<file path="src/rtl/ysyx_23060191_ifu.sv">
// Instruction fetch unit: one bus read per pc, one-entry instruction buffer toward decode,
// with misalignment, bus-error and response-timeout reporting through inst_err.
module ysyx_23060191_ifu #(
    parameter int                 ADDR_W   = 32,
    parameter int                 INST_W   = 32,
    parameter int                 TIMEOUT  = 255,
    parameter logic [INST_W-1:0]  RST_INST = 32'h00000013
) (
    input  logic              clk,
    input  logic              rstn,
    input  logic [ADDR_W-1:0] pc,
    input  logic              flush,
    output logic              pc_wen,
    output logic              req_valid,
    input  logic              req_ready,
    output logic [ADDR_W-1:0] req_addr,
    input  logic              rsp_valid,
    input  logic [INST_W-1:0] rsp_data,
    input  logic              rsp_err,
    output logic              inst_valid,
    input  logic              inst_ready,
    output logic [INST_W-1:0] inst,
    output logic [ADDR_W-1:0] inst_pc,
    output logic [1:0]        inst_err
);

    localparam int            TW  = $clog2(TIMEOUT + 1);
    localparam logic [TW-1:0] TMO = TW'(TIMEOUT);

    localparam logic [1:0] E_OK  = 2'b00;
    localparam logic [1:0] E_MIS = 2'b01;
    localparam logic [1:0] E_BUS = 2'b10;
    localparam logic [1:0] E_TMO = 2'b11;

    typedef enum logic [2:0] {S_IDLE, S_REQ, S_WAIT, S_DROP, S_HOLD} state_t;

    state_t            state_q;
    logic [TW-1:0]     timer_q;
    logic [ADDR_W-1:0] addr_q;
    logic [INST_W-1:0] inst_q;
    logic [ADDR_W-1:0] inst_pc_q;
    logic [1:0]        err_q;
    logic              drop_pend_q;  // timed-out response still owed by the bus
    logic              aligned;

    assign aligned    = (pc[1:0] == 2'b00);
    assign req_valid  = (state_q == S_REQ) && aligned && !flush;
    assign req_addr   = (state_q == S_REQ) ? pc : addr_q;
    assign inst_valid = (state_q == S_HOLD) && !flush;
    assign pc_wen     = (state_q == S_HOLD) && inst_ready && !flush;
    assign inst       = inst_q;
    assign inst_pc    = inst_pc_q;
    assign inst_err   = err_q;

    always_ff @(posedge clk) begin
        if (!rstn) begin
            state_q     <= S_IDLE;
            timer_q     <= '0;
            addr_q      <= '0;
            inst_q      <= RST_INST;
            inst_pc_q   <= '0;
            err_q       <= E_OK;
            drop_pend_q <= 1'b0;
        end else begin
            case (state_q)
                S_IDLE: state_q <= S_REQ;
                S_REQ: begin
                    if (flush) begin
                        state_q <= S_REQ;
                    end else if (!aligned) begin
                        inst_q    <= RST_INST;
                        inst_pc_q <= pc;
                        err_q     <= E_MIS;
                        state_q   <= S_HOLD;
                    end else if (req_ready) begin
                        addr_q  <= pc;
                        timer_q <= '0;
                        state_q <= S_WAIT;
                    end
                end
                S_WAIT: begin
                    if (rsp_valid) begin
                        if (flush) begin
                            state_q <= S_REQ;
                        end else begin
                            inst_q    <= rsp_err ? RST_INST : rsp_data;
                            inst_pc_q <= addr_q;
                            err_q     <= rsp_err ? E_BUS : E_OK;
                            state_q   <= S_HOLD;
                        end
                    end else if (flush) begin
                        state_q <= S_DROP;
                    end else if (timer_q == TMO) begin
                        // present the timeout first, then drain the late response
                        inst_q      <= RST_INST;
                        inst_pc_q   <= addr_q;
                        err_q       <= E_TMO;
                        drop_pend_q <= 1'b1;
                        state_q     <= S_HOLD;
                    end else begin
                        timer_q <= timer_q + 1'b1;
                    end
                end
                S_DROP: begin
                    if (rsp_valid) state_q <= S_REQ;
                end
                S_HOLD: begin
                    if (flush || inst_ready) begin
                        state_q     <= drop_pend_q ? S_DROP : S_REQ;
                        drop_pend_q <= 1'b0;
                    end
                end
                default: state_q <= S_IDLE;
            endcase
        end
    end

endmodule

</file>
<file path="config.mk">
export PLATFORM = sky130hd
export DESIGN_NAME = ysyx_23060191_ifu
export DESIGN_NICKNAME = d
export VERILOG_FILES = /design/src/rtl/ysyx_23060191_ifu.sv
export SDC_FILE = /design/constraint.sdc
export NUM_CORES = 1
export LEC_CHECK = 0
export CAP_MARGIN = 10
export CORE_ASPECT_RATIO = 0.75
export CORE_UTILIZATION = 46
export DETAILED_ROUTE_END_ITERATION = 10
export PLACE_DENSITY = 0.81
export SYNTH_ARGS = -nofsm -noshare
export SYNTH_HDL_FRONTEND = slang
export SYNTH_SLANG_ARGS = --single-unit
</file>
<file path="constraint.sdc">
create_clock -name clk -period 2.5 [get_ports clk]
set_input_delay 0.25 -clock clk [delete_from_list [all_inputs] [get_ports clk]]
set_output_delay 0.25 -clock clk [all_outputs]
set_load 0.1 [all_outputs]
</file>
== Word level (Yosys, flattened, before mapping) ==
Cells that the tools add are included.
Cells by class
  $add $sub $neg: 1
  bitwise gates (word level): 1
  muxes and demuxes: 47
  reduce and logical (&&, ||, !) cells: 16
  equal/unequal tests: 18
Operators with widths (number)
  32-bit two-way mux: 14
  32-bit case mux with 2 select lines: 2
  8-bit two-way mux: 6
  3-bit two-way mux: 9
  2-bit != test, second input constant: 9
  2-bit two-way mux: 8
  8-bit case mux with 2 select lines: 1
  3-bit case mux with 5 select lines: 1
  5-bit AND reduction: 2
  8-bit by 1-bit adder with 8-bit output, second input constant: 1
  8-bit equality test, second input constant: 1
  4-bit != test, second input constant: 2
  4-bit AND reduction: 2
  7-bit AND reduction: 1
  3-bit by 2-bit equality test with 1-bit output, second input constant: 2
  1-bit logical AND: 5
  1-bit two-way mux: 4
  2-bit case mux with 2 select lines: 1
  2-bit nonzero test: 2
  3-bit by 1-bit equality test with 1-bit output, second input constant: 1
  3-bit equality test, second input constant: 1
  3-bit logical NOT: 1
  3-bit != test, second input constant: 1
  2-bit logical NOT: 1
  5 further kinds: 5
Storage, ports and cells
  output and inout port bits: 101
  word-level logic and storage cells: 90
  bits in registers: 110

== Logic depth before layout (Yosys ltp) ==
  word-level depth: 5
  mapped depth: 9
  gate-level depth less buffers: 6

== Worst setup path after synthesis ==
No wires, ideal clock.
  path type: reg-to-output
  start: register state_q[0]
  end: output port pc_wen
  cell stages (with the launch flop): 5
  setup slack: -1.411 ns
  required time: 2.250 ns
  path buffers: 1
  arrival time: 3.661 ns
  cell sequence: dfxtp_1 buf_2 nand2b_1 nor3_1 and2_1
Between the ends
  word-level cells in the longest chain between the ends: 3
RTL lines
  from (decl): RTL line 37  | state_t state_q;
  from (signal assigned): RTL line 109  | state_q <= drop_pend_q ? S_DROP : S_REQ;
  3-bit equality test: RTL line 50  | assign pc_wen = (state_q == S_HOLD) && inst_ready && !flush;
  1-bit logical AND (2 in a row): RTL line 50
  to (decl): RTL line 13  | output logic pc_wen,
No other way between the ends.

== Final worst setup path ==
  start: register state_q[1]
  end: output port req_addr[29]
Between the ends
  word-level cells in the longest chain between the ends: 2
RTL lines
  3-bit by 1-bit equality test with 1-bit output: RTL line 48  | assign req_addr = (state_q == S_REQ) ? pc : addr_q;
  32-bit two-way mux: RTL line 48
  to (decl): RTL line 16  | output logic [ADDR_W-1:0] req_addr,
No other way between the ends.

==> results.cfg <==
[layout]
final_nets = 786
layout-drive-gt1-share_pct = 24.4
layout_common_cells = 126 x nand2_1, 109 x dfxtp_1, 82 x buf_4, 69 x clkdlybuf4s50_1, 67 x nand3_1
diodes = 0
final_common_cell = nand2_1
syn_to_final_growth_pct = 45.8
instances_no_fill = 854

[detailed_routing]
route.detailed.drc = 0
vias_per_cell = 5.44
first_pass_iters = 5
wl_per_cell_um = 15.6
antenna_left = 0
drt-total-wl_um = 13300
via_count = 4648
dr.first_iter.drc_count = 299

[clock_network]
worstSkewPairLatency_ns = 0.34
postCtsHoldBufs = 0
cts_tree = yes
path_clk_slew_ns = 0.07
cts_buffer_depth = 2
cts_root_buffer = clkbuf_16
numCtsBuffers = 9
cts_resized = 0
htreeDepth = 3
clkSinkCount = 110
post-cts-setup-buffer-count = 0

[synth]
yosysUniqueCellTypes = 43
syn-num-nets = 635
synth_edf_count = 0
synth-seq-cells = 110
netlist_area_um2 = 4990
ys_warn_count = 0
synth_cells = 563
synthArstFlopShare_pct = 0
synthFlopType = dfxtp_1
yosysSeqAreaShare_pct = 44.2
avgSynthCellArea_um2 = 8.86

[sta]
tns_ns = 0
finalHoldViolCount = 0
fmax_ghz = 0.425
worst_pin_slew_ns = 0.751
drv_slew = 0
skew_ns = 0.00609
period_needed_ns = 2.35
rsz0062_at_grt = false
setup_violations = 0
slew_headroom_pct = 50.0
period_share_pct = 94.1

[critical_path]
path_max_fanout = 15
worstPathRequired_ns = 2.25
startpoint_type = flip-flop
worst_setup_path_end_kind = output port
path_class = reg -> out
cp.arrival_ns = 2.10

[worst_hold_path]
hp-class = in -> reg

[grt]
antenna_found_initial = 0
grt_pass1_vias = 4391
grt_pass1_wl_um = 21800
grt_start_max_net_pins = 60
grt_use_total_pct = 24.4
grt-ovfl-total = 0

[power_and_ir_drop]
peakVddDrop_v = 0.000424
powerDensity_nw_per_um2 = 608
leakagePower_nw = 3.29

[floorplan]
die_h_um = 92.2
die_x_um = 122
rows = 32
core_region_area_um2 = 10400
start_util_pct = 47.9
die_area_um2 = 11300
pin_count = 172

[placement]
post-dp-hpwl_um = 9390
io_buffer_count = 171
placed_cells = 839
gp_congestion = 0.837

[outcome]
outcome = finished, final reports clean

[flow_run]
cap_violations = 0
[area by class of cell]
type	instances	area, µm²
clock buffer	10	229
clock inverter	5	27.5
fill	803	3140
inverter	7	26.3
multi-input combinational	399	2580
sequential	110	2200
tap	136	170
timing repair buffer	187	2030
[power breakdown]
part           switching (W)  total (W)  internal, W
sequential         0.0000392    0.00184      0.00180
clock               0.000612    0.00128     0.000664
combinational       0.000859    0.00130     0.000442
total                0.00151    0.00442      0.00291
[metrics by stage]
stage	total power (W)	setup WS, ns	util (%)	hold slack (ns)	instance area, µm²
CTS	0.00445	0.0361	69.8	0.312	7270
floorplan	0.00273	0.205	-	0.373	5000
detailed placement	0.00318	0.267	67.3	0.446	7010
global placement	0.00317	0.303	67.3	0.442	7010
finish	0.00442	0.147	69.8	0.329	7270
global route	0.00456	0.0347	69.8	0.328	7270
[path summary, 6_finish.rpt]
check | from | endpoint | slack, ns | cells past startpoint
setup / recovery | state_q[1]$_SDFFE_PN0P_ | req_addr[29] | 0.15 | 4
hold reg to reg | inst[26]$_SDFFE_PN0P_ | inst[26]$_SDFFE_PN0P_ | 0.45 | 2
hold / removal | rstn | inst_pc[10]$_SDFFE_PN0P_ | 0.33 | 2
setup reg to reg | state_q[1]$_SDFFE_PN0P_ | timer_q[1]$_SDFFE_PN0P_ | 0.24 | 6
[synthesized netlist by cell type (3+ instances only)]
cell      count  area [µm²]
a21oi_1       7        35.0
nor3_1        5        25.0
or3_1         5        31.3
mux2_2       32         360
o21ai_0       8        40.0
a31oi_1       4        25.0
inv_1         7        26.3
nor2_1       13        48.8
o211a_1      34         340
buf_2        12        60.1
nor2b_1       6        37.5
nand2_1     126         473
mux2i_1      33         330
and3_1        3        18.8
nand3_1      67         335
a21boi_0     30         225
dfxtp_1     110        2200
clkbuf_1     32         120
[cell families after synthesis]
group	share of synthesized area, %
compound gates	15.2
fa+ha+maj	0.251
mux	13.9
xor+xnor	0.176
simple gates	21.8
flops	44.2
buf+inv	4.59
[flip-flops by register name, indices dropped and copies added, names as in the netlist]
| signal | flops |
|---|---|
| inst | 32 |
| timer_q | 8 |
| state_q | 3 |
| drop_pend_q | 1 |
| inst_err | 2 |
| addr_q | 32 |
| inst_pc | 32 |
[worst max-delay path: stages, from the launching register on]
cell     delay (ns)
dfxtp_1        0.48
nor3b_4        0.38
buf_4          0.31
mux2_2         0.41
buf_12         0.18
[per-layer routing]
metal / wire, µm / part of all wire, % / track usage, % / vias up
li1: - / - / - / 2273
met1: 5930 / 45 / 31.9 / 2214
met2: 6320 / 48 / 39.0 / 136
met3: 714 / 5.4 / 5.78 / 25
met4: 323 / 2.4 / 8.74 / 0
met5: 0 / 0 / 0 / -
No activity file was read; power rests on OpenSTA's default activity.
